File: src/rtl/moore_seq_pkg.sv
// moore_seq_pkg
// Shared definitions for the Moore FSM sequencer slice.
//   DEF_SW_W / DEF_ST_W : default widths of the core's switch input and state
//   seq_state_t         : controller state encoding
//   clamp_len           : limits a requested run length to the script depth
package moore_seq_pkg;

  localparam int DEF_SW_W = 2;
  localparam int DEF_ST_W = 3;

  typedef enum logic [2:0] {
    IDLE,
    CLR,
    DRIVE,
    STEP,
    CAPT,
    DONE
  } seq_state_t;

  // A run can never be longer than the script, so anything larger is cut
  // down to the depth instead of wrapping the step index.
  function automatic int unsigned clamp_len(input int unsigned req,
                                            input int unsigned depth);
    return (req > depth) ? depth : req;
  endfunction

endpackage

File: src/rtl/moore_seq_script.sv
// moore_seq_script
// Script store for the sequencer: DEPTH entries of SW_W bits.
//   clk, reset : clock and synchronous active-high reset (clears every entry)
//   wr_en      : write strobe, wr_addr/wr_data land on the next rising edge
//   rd_addr    : read address, rd_data follows it combinationally
module moore_seq_script #(
  parameter int DEPTH = 8,
  parameter int SW_W  = 2
) (
  input  logic                     clk,
  input  logic                     reset,
  input  logic                     wr_en,
  input  logic [$clog2(DEPTH)-1:0] wr_addr,
  input  logic [SW_W-1:0]          wr_data,
  input  logic [$clog2(DEPTH)-1:0] rd_addr,
  output logic [SW_W-1:0]          rd_data
);

  logic [SW_W-1:0] mem [DEPTH];

  // The storage itself. Reset wipes the whole script so a fresh run after
  // reset drives all-zero symbols unless the host reprograms it.
  always_ff @(posedge clk) begin
    if (reset) begin
      for (int k = 0; k < DEPTH; k++) begin
        mem[k] <= '0;
      end
    end else if (wr_en) begin
      mem[wr_addr] <= wr_data;
    end
  end

  // Reads are asynchronous so the controller can present the symbol in the
  // same cycle it enters DRIVE.
  assign rd_data = mem[rd_addr];

endmodule

File: src/rtl/moore_seq_ctrl.sv
// moore_seq_ctrl
// Sequencer that single-steps a 2-state Moore FSM core through a programmed
// run of switch symbols and records the core's response.
//   clk, reset           : clock and synchronous active-high reset
//   wr_en/wr_addr/wr_data: script write port, honoured only while idle
//   start, len, clr_fsm  : launch a run of len steps (clamped to DEPTH),
//                          optionally resetting the core first
//   busy, done           : run in progress / one-cycle end-of-run pulse
//   fsm_sw, fsm_ctrl,
//   fsm_reset            : drives to the core (switch, step enable, reset)
//   fsm_state, fsm_out   : observations from the core
//   trace, last_state    : per-step fsm_out capture and final core state
// Build option: define MOORE_SEQ_TRACE_EN to include the CAPT state and the
// trace/last_state capture. Without it a step is DRIVE+STEP only and
// trace/last_state read as zero.
module moore_seq_ctrl
  import moore_seq_pkg::*;
#(
  parameter int DEPTH = 8,
  parameter int SW_W  = DEF_SW_W,
  parameter int ST_W  = DEF_ST_W
) (
  input  logic                     clk,
  input  logic                     reset,
  input  logic                     wr_en,
  input  logic [$clog2(DEPTH)-1:0] wr_addr,
  input  logic [SW_W-1:0]          wr_data,
  input  logic                     start,
  input  logic [$clog2(DEPTH):0]   len,
  input  logic                     clr_fsm,
  output logic                     busy,
  output logic                     done,
  output logic [SW_W-1:0]          fsm_sw,
  output logic                     fsm_ctrl,
  output logic                     fsm_reset,
  input  logic [ST_W-1:0]          fsm_state,
  input  logic                     fsm_out,
  output logic [DEPTH-1:0]         trace,
  output logic [ST_W-1:0]          last_state
);

  localparam int IW = $clog2(DEPTH);
  localparam int LW = IW + 1;

  seq_state_t      state;
  seq_state_t      state_nxt;
  logic [IW-1:0]   idx;
  logic [LW-1:0]   len_q;
  logic [LW-1:0]   len_clamped;
  logic [SW_W-1:0] sw_q;
  logic [SW_W-1:0] script_rd;
  logic            script_we;
  logic            last_step;
  logic            run_start;

  assign len_clamped = LW'(clamp_len(32'(len), $unsigned(DEPTH)));
  assign last_step   = ({1'b0, idx} + LW'(1)) == len_q;
  assign run_start   = (state == IDLE) && start;
  assign script_we   = (state == IDLE) && wr_en;

  moore_seq_script #(
    .DEPTH (DEPTH),
    .SW_W  (SW_W)
  ) u_script (
    .clk     (clk),
    .reset   (reset),
    .wr_en   (script_we),
    .wr_addr (wr_addr),
    .wr_data (wr_data),
    .rd_addr (idx),
    .rd_data (script_rd)
  );

  // Next-state and output decode. Outputs are pure functions of the state
  // (Moore style) except fsm_sw, which shows the fresh script symbol during
  // DRIVE and the held copy everywhere else. clr_fsm is consumed here at the
  // start edge: its only effect is the choice of CLR versus DRIVE, so the
  // state register itself carries the latched decision.
  always_comb begin
    state_nxt = state;
    busy      = 1'b0;
    done      = 1'b0;
    fsm_ctrl  = 1'b0;
    fsm_reset = 1'b0;
    fsm_sw    = sw_q;
    unique case (state)
      IDLE: begin
        if (start) begin
          if (len_clamped == '0) begin
            state_nxt = DONE;
          end else if (clr_fsm) begin
            state_nxt = CLR;
          end else begin
            state_nxt = DRIVE;
          end
        end
      end
      CLR: begin
        busy      = 1'b1;
        fsm_reset = 1'b1;
        state_nxt = DRIVE;
      end
      DRIVE: begin
        busy      = 1'b1;
        fsm_sw    = script_rd;
        state_nxt = STEP;
      end
      STEP: begin
        busy     = 1'b1;
        fsm_ctrl = 1'b1;
`ifdef MOORE_SEQ_TRACE_EN
        state_nxt = CAPT;
`else
        state_nxt = last_step ? DONE : DRIVE;
`endif
      end
`ifdef MOORE_SEQ_TRACE_EN
      CAPT: begin
        busy      = 1'b1;
        state_nxt = last_step ? DONE : DRIVE;
      end
`endif
      DONE: begin
        done      = 1'b1;
        state_nxt = IDLE;
      end
      default: begin
        state_nxt = IDLE;
      end
    endcase
  end

  // State register plus the run bookkeeping: the clamped length and step
  // index are loaded at start, the switch symbol is latched in DRIVE so it
  // stays stable through STEP and after the run, and the index advances on
  // the last cycle of each step that is not the final one.
  always_ff @(posedge clk) begin
    if (reset) begin
      state <= IDLE;
      idx   <= '0;
      len_q <= '0;
      sw_q  <= '0;
    end else begin
      state <= state_nxt;
      if (run_start) begin
        len_q <= len_clamped;
        idx   <= '0;
      end
      if (state == DRIVE) begin
        sw_q <= script_rd;
      end
`ifdef MOORE_SEQ_TRACE_EN
      if ((state == CAPT) && !last_step) begin
        idx <= idx + IW'(1);
      end
`else
      if ((state == STEP) && !last_step) begin
        idx <= idx + IW'(1);
      end
`endif
    end
  end

`ifdef MOORE_SEQ_TRACE_EN
  logic [DEPTH-1:0] trace_q;
  logic [ST_W-1:0]  last_state_q;

  // Capture of the core's response. The core moves on the edge that ends
  // STEP, so during CAPT fsm_out/fsm_state already show the post-step values.
  // These registers deliberately survive reset: the previous run's result
  // stays readable until the next start clears it.
  always_ff @(posedge clk) begin
    if (!reset) begin
      if (run_start) begin
        trace_q      <= '0;
        last_state_q <= '0;
      end else if (state == CAPT) begin
        trace_q[idx] <= fsm_out;
        last_state_q <= fsm_state;
      end
    end
  end

  assign trace      = trace_q;
  assign last_state = last_state_q;
`else
  logic unused_core_obs;

  assign unused_core_obs = ^{fsm_out, fsm_state};
  assign trace           = '0;
  assign last_state      = '0;
`endif

endmodule
File: config.mk
export PLATFORM = sky130hd
export DESIGN_NAME = moore_seq_ctrl
export DESIGN_NICKNAME = d
export VERILOG_FILES = /design/src/rtl/moore_seq_pkg.sv /design/src/rtl/moore_seq_script.sv /design/src/rtl/moore_seq_ctrl.sv
export SDC_FILE = /design/constraint.sdc
export NUM_CORES = 1
export LEC_CHECK = 0
export ABC_AREA = 1
export BUFFER_PORTS_ARGS = -buffer_cell sky130_fd_sc_hd__buf_2
export CAP_MARGIN = 20
export CELL_PAD_IN_SITES_DETAIL_PLACEMENT = 1
export CELL_PAD_IN_SITES_GLOBAL_PLACEMENT = 1
export CORE_UTILIZATION = 25
export DETAILED_ROUTE_END_ITERATION = 10
export PLACE_DENSITY = 0.56
export SYNTH_ARGS = -nofsm -noshare
export SYNTH_HDL_FRONTEND = slang
export SYNTH_SLANG_ARGS = --single-unit
File: constraint.sdc
create_clock -name clk -period 1.5 [get_ports clk]
set_input_delay 0.15 -clock clk [delete_from_list [all_inputs] [get_ports clk]]
set_output_delay 0.15 -clock clk [all_outputs]
set_load 0.05 [all_outputs]
Yosys cells after proc, flatten, opt, wreduce, memory -nomap -nowiden
Memory sizes are Yosys's and may differ from the RTL's. A register that Yosys moved wholly into a read port is not among the register bits.
Index checks and enable logic that the tools add are counted.
Widths: inputs -> output; s select.
Storage, ports and cells
  register bits: 12
  latch bits: 0
  bits in writable memories: 16
  memory bits (read-only): 0
  input bits: 18
  output and inout bits: 17
  word-level logic and storage cells: 46
  memories kept: 1
Operators by class
  add/sub/neg operators: 2
  $mul: 0
  div/mod/pow operators: 0
  $lt $le $gt $ge: 1
  eq/ne operators: 6
  shift-type cells: 0
  multiplexer cells: 23
  bitwise gates (word level): 0
  reduce and logical (&&, ||, !) cells: 9
Memories
  u_script.mem: depth 8, width 2, read ports 1, clocked after memory_dff 1, write ports 8, RTL line moore_seq_script.sv:19  | logic [SW_W-1:0] mem [DEPTH];
Operator list (count)
  $mux 3: 8
  $pmux 3 s4: 1
  $mux 1: 10
  $eq 3x2->1 const B: 2
  $mux 2: 3
  $add 3x1->4 const B: 1
  $eq 4x4->1: 1
  $gt 4x4->1 const B: 1
  $logic_not 4->1: 1
  $mux 4: 1
  $add 3x1->3 const B: 1
  $eq 3x1->1 const B: 1
  $eq 3x3->1 const B: 1
  $logic_and 1x1->1: 3
  $logic_not 3->1: 1
  $reduce_or 3->1: 1
  $ne 2x2->1 const B: 1
  $reduce_bool 2->1: 1
  $reduce_or 2->1: 1
  $logic_not 1->1: 1

Depth between registers and ports, before layout
Gate-level depths: netlist of the first run.
  depth after elaboration: 7
  gate-level depth with buffers: 9
  gate-level depth less buffers: 9

By module
A second synthesis of the first run with hierarchy kept.
Unflattened totals
  cells, all modules: 229
  area total of the unflattened synthesis: 1736.7 sq um
By module, submodules not included
  moore_seq_script: instances 1, cells an instance 116, area each 910.9 sq um, sequential area each 480.5 sq um
  moore_seq_ctrl: instances 1, cells an instance 113, area each 825.8 sq um, sequential area each 240.2 sq um

Worst setup path after synthesis of the first run
Ideal clock, no wire load.
  path kind: reg-to-reg
  from: register state[2]
  to: register state[1]
  setup time: 0.070 ns
  arrival: 1.402 ns
  required time: 1.430 ns
  path slack: 0.028 ns
  cell stages (with the launch flop): 6
  buffers on the path: 0
  period minus slack after synthesis: 1.472 ns
  cell sequence: dfxtp_1 > inv_1 > nand2_1 > nor2_1 > nor2_1 > a21oi_1
On the way
  word-level cells in the longest chain between the ends: 2
  elaborated cells between the ends (all ways): 6
  those cells by class: 4 x eq/ne; 1 x mux; 1 x reduce/logical
RTL lines
  from (decl): RTL line moore_seq_ctrl.sv:45  | seq_state_t state;
  from (signal assigned): RTL line moore_seq_ctrl.sv:144  | state <= state_nxt;
  $eq 3x2->1 (tied with other cells): RTL line moore_seq_ctrl.sv:86  | unique case (state)
  $pmux 3 s4 / $ne 2x2->1 (equally long branches)
Several ways; a longest one is shown, not always the timed one.
A chain may end at the register's enable or synchronous reset.

==> results of run 1 <==
==> through the flow <==
stage	setup slack (ps)	cells	util [%]
after detailed placement	3.847	301	29.36
after floorplan	28.09	209	-
after global routing	-209.8	314	32.46
after global placement	3.974	301	29.36
final	-116.9	314	32.46
after CTS	-106.5	309	31.07
==> registers in the layout, summed over array words and instances (netlist names), named ones only <==
name          cells
idx               3
state             3
sw_q              2
len_q             4
u_script.mem     16
==> tightest hold or removal path, stage by stage <==
cell	delay, ps
buf_2	90
a22oi_1	60
nor2_1	80
==> kinds of logic after synthesis <==
kind of cell,Yosys count
other cells,1
flops,31
compound gates,28
buf+inv,34
simple gates,104
fa+ha+maj,1
==> Yosys cell counts <==
master,count,area (sq um)
a21o_1,1,7.510
o21ai_0,10,50.05
nor2_4,5,56.30
nor2_2,1,6.260
a21oi_1,9,45.04
buf_6,1,11.26
nand4_1,2,12.51
nand3_4,2,35.03
nand2_2,13,81.33
nand3_1,10,50.05
o211ai_1,5,37.54
inv_4,1,6.260
nand3_2,2,20.02
nand2_4,2,22.52
ha_1,1,12.51
inv_2,3,11.26
conb_1,1,3.750
a22oi_1,2,15.01
a211oi_1,1,7.510
inv_1,17,63.81
nor2_1,38,142.6
nand2_1,29,108.9
dfxtp_1,15,300.3
buf_2,1,5.000
edfxtp_1,16,480.5
buf_4,11,82.58
==> timing repair <==
action / CTS / global route
endpoints found under the setup margin: 4 / 21
gates resized for setup: 13 / 21
pin swaps: 4 / 13
setup buffers: 1 / 5
gates cloned: 0 / 0
==> worst paths after layout <==
check                             start                                to  slack (ps)  cells after the start
setup / recovery                   flop                         fsm_sw[1]        -120                      8
hold / removal                   len[0]             len_q[0]$_SDFFE_PP0P_         140                      3
setup reg to reg  state[2]$_SDFFE_PP0P_  u_script.mem[4][0]$_SDFFCE_PN0P_          80                      7
hold reg to reg      sw_q[0]$_SDFF_PP0_                sw_q[0]$_SDFF_PP0_         480                      2
==> metal layers <==
layer	part of all wire [%]	vias to the layer above	global-route usage (%)
li1	-	701	-
met1	50	630	15.20
met2	47	17	17.29
met3	2.1	6	2.967
met4	1.5	0	4.702
met5	0	-	0
==> cell type report <==
class,instances,area share [%]
clock buffers,7,4.142
inverters,21,4.262
flip-flops and latches,31,37.82
well taps,77,4.622
repair buffers,33,11.28
clock inverters,1,0.2401
multi-input cells,144,37.64
==> power groups by stage <==
stage	Combinational (W)	Clock, W	Sequential (W)
floorplan	0.000329	0	0.000964
CTS	0.000419	0.000698	0.000954
global placement	0.000406	0	0.000971
global route	0.000479	0.000733	0.000959
detailed placement	0.000409	0	0.000971
finish	0.000440	0.000670	0.000955
==> flow_metrics.env, run 1 <==
export IMPL_fmax_mhz=618.5
export IMPL_vias=1354
export IMPL_placed_cell_area_sq_um=1886
export IMPL_synth_mux_area_fraction_pct=0
export IMPL_die_area_sq_um=7033
export IMPL_cts_sinks=31
export IMPL_fillerInstances=770
export IMPL_rows=29
export IMPL_port_buffers=19
export IMPL_intPower_w=0.001433
export IMPL_violations="DRC, setup timing"
export IMPL_cp_end_kind="primary output"
export IMPL_hp_class="in2reg"
export IMPL_core_sq_um=6422
export IMPL_cp_slowest_cell="dfxtp_4"
export IMPL_wirelength_um=3824
export IMPL_die_h_um=83.86
export IMPL_finalPower_w=0.002066
export IMPL_n_antenna_cell=0
export IMPL_holdWs_ps=135.7
export IMPL_p_switching_w=0.0006330
export IMPL_antenna_found_initial=0
export IMPL_cts_max_level=2
export IMPL_vdd_drop_max_v=0.0003687
export IMPL_tritoncts="done"
export IMPL_ios=35
export IMPL_synth_compound_area_share_pct=9.709
export IMPL_viasPerCell=4.312
export IMPL_pwr_share_clk_pct=32.4
export IMPL_drt_first_pass_iters=7
export IMPL_synthCells=199
export IMPL_status="finished, violations left"
export IMPL_grt_overflow_total=0
export IMPL_grt_usage_pct=11.35
export IMPL_drive_gt1_share_pct=33.33
export IMPL_finalSetupTns_ps=-228.8
export IMPL_ys_seq_area_share_pct=46.60
export IMPL_seqPwrFrac_pct=46.2
export IMPL_final_cell_area_sq_um=2085
export IMPL_grt_max_degree=11
export IMPL_final_cell_mix="nor2_1 (38), nand2_1 (26), inv_1 (17)"
export IMPL_clk_latency_ps=280
export IMPL_syn_mean_instance_area_sq_um=8.419
export IMPL_cp_max_fo=4
export IMPL_grt_pass1_vias=1337
export IMPL_final_common_cell="nor2_1"
export IMPL_power_density_nw_per_um2=991.1
export IMPL_synth_cell_types=26
export IMPL_routedWlPerCell_um=12.18
export IMPL_ys_seq_elements=31
export IMPL_grt_pass1_wl_um=6265
export IMPL_arrival_ps=1470
export IMPL_cp_required_ps=1350
export IMPL_synthSimpleGateAreaFrac_pct=31.96
export IMPL_synthesis_area_sq_um=1675
export IMPL_fp_dieW_um=83.86
export IMPL_cts_root_buf="clkbuf_8"
export IMPL_sw_frac_of_total_pct=30.64
export IMPL_cts_made_buffers=5
export IMPL_dr_first_iter_drc_count=37
export IMPL_worst_slack_ps=-116.9
export IMPL_gp_congestion=0.7061
export IMPL_fin_crit_ps=1617
export IMPL_clock_path_buffers=2
export IMPL_clk_pin_slew_ps=60
export IMPL_yosysWarnings=0
export IMPL_fin_crit_sh_pct=107.8
export IMPL_path_common_cell="nor2_1"
export IMPL_area_delta_synth_final_pct=24.42
export IMPL_crit_type="reg2out"
export IMPL_path_delay_family="flip-flops"
export IMPL_drv_cap=0
export IMPL_ant_nets=0
export IMPL_synthXorXnorAreaFrac_pct=0
export IMPL_start_kind="flop"
export IMPL_power_frac_comb_pct=21.3
export IMPL_remaining_drc_errors=4
export IMPL_hold_buffers=0
export IMPL_crit_chain="buf_6 -> nor2_1 -> nor2_1 -> o21ai_1 -> o211ai_1 -> nand3_1 -> nand2_2 -> buf_8"
export IMPL_report_final_slew_viol_count=0
export IMPL_p_leak_nw=0.8879
export IMPL_start_util_pct=26.09
export IMPL_grt_setup_unrepaired="yes"
export IMPL_synth_fa_ha_area_share_pct=0.7468
export IMPL_nets=255
export IMPL_crit_buf_inv=2
export IMPL_multi_input_area_sq_um=784.5
export IMPL_report_final_setup_viol=2
export IMPL_clock_skew_ps=4.813
export IMPL_dp_hpwl_um=2951
export IMPL_regArea_sq_um=788.3
export IMPL_hold_viol=0
export IMPL_max_stage_delay_ps=380
export IMPL_synth_top_family_by_area="simple AND/OR/NAND/NOR gates"
(Power assumes the default switching activity.)
==> inputs of run 2 (changes only) <==
--- a/config.mk
+++ b/config.mk
@@ -10,9 +10,9 @@
 export CAP_MARGIN = 20
 export CELL_PAD_IN_SITES_DETAIL_PLACEMENT = 1
 export CELL_PAD_IN_SITES_GLOBAL_PLACEMENT = 1
-export CORE_UTILIZATION = 25
+export CORE_UTILIZATION = 30
 export DETAILED_ROUTE_END_ITERATION = 10
-export PLACE_DENSITY = 0.56
+export PLACE_DENSITY = 0.64
 export SYNTH_ARGS = -nofsm -noshare
 export SYNTH_HDL_FRONTEND = slang
 export SYNTH_SLANG_ARGS = --single-unit
==> constraint.sdc (replaced) <==
create_clock -name clk -period 1.5 [get_ports clk]
set_input_delay 0.3 -clock clk [delete_from_list [all_inputs] [get_ports clk]]
set_output_delay 0.3 -clock clk [all_outputs]
set_load 0.05 [all_outputs]
==> run 2 against run 1 <==
Net effect: clock skew increased by 2.0 ps; the flow finishes with violations (setup timing); highest routed layer unchanged; non-clock buffer count is 4 higher; cell count down 0.96%; clock-buffer cell count stayed put.
==> flow_metrics.env, run 2 (synthesized netlist as in run 1, its figures left out) <==
export IMPL_status="finished, violations left"
export IMPL_violations="setup timing"
export IMPL_wirelength_um=3901
export IMPL_gp_congestion=0.7321
export IMPL_grt_setup_unrepaired="yes"
export IMPL_crit_type="reg2out"
export IMPL_clk_latency_ps=270
export IMPL_clk_pin_slew_ps=70
export IMPL_dpl_cell_count=293
export IMPL_die_area_sq_um=5887
export IMPL_core_sq_um=5238
export IMPL_report_final_slew_viol_count=0
export IMPL_cp_required_ps=1200
export IMPL_nets=259
export IMPL_antenna_found_initial=0
export IMPL_drv_cap=0
export IMPL_area_delta_synth_final_pct=28.75
export IMPL_arrival_ps=1490
export IMPL_port_buffers=19
export IMPL_grt_pass1_wl_um=6437
export IMPL_cts_root_buf="clkbuf_8"
export IMPL_stdcell_count=311
export IMPL_dr_first_iter_drc_count=35
export IMPL_cts_made_buffers=5
export IMPL_max_stage_delay_ps=340
export IMPL_clock_skew_ps=6.795
export IMPL_placed_cell_area_sq_um=1869
export IMPL_largest_reg_flops=16
export IMPL_clock_path_buffers=2
export IMPL_path_delay_family="flip-flops"
export IMPL_n_antenna_cell=0
export IMPL_regMostFlops="u_script.mem"
export IMPL_fp_dieW_um=76.73
export IMPL_hold_viol=0
export IMPL_hold_buffers=0
export IMPL_crit_buf_inv=2
export IMPL_rows=26
export IMPL_cts_max_level=2
export IMPL_report_final_setup_viol=2
export IMPL_dp_slack_ps=-107.6
export IMPL_dp_hpwl_um=2910
export IMPL_worst_slack_ps=-290.8
export IMPL_cts_sinks=31
export IMPL_fin_util_pct=41.18
export IMPL_grt_overflow_total=0
export IMPL_grt_usage_pct=14.01
export IMPL_final_cell_area_sq_um=2157
export IMPL_fin_crit_ps=1791
export IMPL_grt_pass1_vias=1369
export IMPL_start_kind="flop"
export IMPL_remaining_drc_errors=0
export IMPL_viasPerCell=4.476
export IMPL_hp_class="in2reg"
export IMPL_vias=1392
export IMPL_grt_max_degree=10
export IMPL_drive_gt1_share_pct=40.66
export IMPL_final_common_cell="nor2_1"
export IMPL_fmax_mhz=558.4
export IMPL_crit_chain="buf_12 -> o21ai_0 -> o211ai_1 -> nand3_1 -> nand2_1 -> buf_6"
export IMPL_routedWlPerCell_um=12.54
export IMPL_die_h_um=76.73
export IMPL_top_regs="u_script.mem (16), len_q (4)"
export IMPL_holdWs_ps=286.0
export IMPL_ios=35
export IMPL_tritoncts="done"
export IMPL_power_density_nw_per_um2=973.0
export IMPL_drt_first_pass_iters=6
export IMPL_cp_end_kind="primary output"
export IMPL_start_util_pct=31.99
export IMPL_p_leak_nw=0.9068
export IMPL_final_cell_mix="nor2_1 (36), nand2_2 (23), inv_1 (17), nand2_1 (17)"
export IMPL_cp_max_fo=9
export IMPL_cp_slowest_cell="dfxtp_2"
export IMPL_vdd_drop_max_v=0.0004644
export IMPL_fin_crit_sh_pct=119.4
export IMPL_ant_nets=0
-- run 2: cell count changes in the layout (fill, tap and decap cells not counted), sizes merged --
cell	change
buf	+4
-- run 2: metrics by stage --
stage          TNS, ps  power [W]
3_3_place_gp    -167.4   0.001373
4_1_cts         -528.2   0.002039
3_5_place_dp    -189.4   0.001377
6_report        -550.2   0.002099
5_1_grt          -1602   0.002193
2_1_floorplan        0   0.001292
-- run 2: path summary, 6_finish.rpt --
path	endpoint	slack (ps)	start	cells past startpoint
worst min register to register	sw_q[0]$_SDFF_PP0_	480	sw_q[0]$_SDFF_PP0_	2
worst max-delay path	fsm_sw[0]	-290	flop	6
worst max register to register	sw_q[1]$_SDFF_PP0_	30	flop	10
worst min-delay path	len_q[0]$_SDFFE_PP0P_	290	len[0]	3
-- run 2: repair_timing --
item / CTS / global route
buffers inserted: 1 / 9
gates cloned: 0 / 0
setup endpoints to repair: 6 / 26
gates resized for setup: 23 / 23
pin swaps: 4 / 14
-- run 2: final cells by class --
class | count | area (sq um)
Clock buffer | 7 | 76.32
Inverter | 21 | 83.83
Fill cell | 611 | 3080
Sequential cell | 31 | 792.0
Multi-Input combinational cell | 144 | 830.8
Timing Repair Buffer | 37 | 281.5
Tap cell | 70 | 87.58
Clock inverter | 1 | 5.005
-- run 2: worst reg2reg max path, stage by stage (launching register included) --
cell	delay (ps)
dfxtp_2	340
buf_12	120
nor2_1	50
nor2_1	90
o21ai_1	90
o211ai_1	110
nand3_1	130
buf_4	150
buf_4	120
buf_4	120
a21oi_2	100
-- run 2: metal layers --
| layer | part of all wire (%) | wire (um) | global-route usage, % |
|---|---|---|---|
| met1 | 46 | 1790 | 17.49 |
| met2 | 50 | 1950 | 23.57 |
| met3 | 2.4 | 93 | 2.262 |
| met4 | 1.7 | 68 | 6.346 |
| met5 | 0 | 0 | 0 |
-- run 2: power breakdown --
group          switching [W]  internal (W)
registers          0.0000248      0.000932
logic               0.000331      0.000183
clock network       0.000303      0.000325
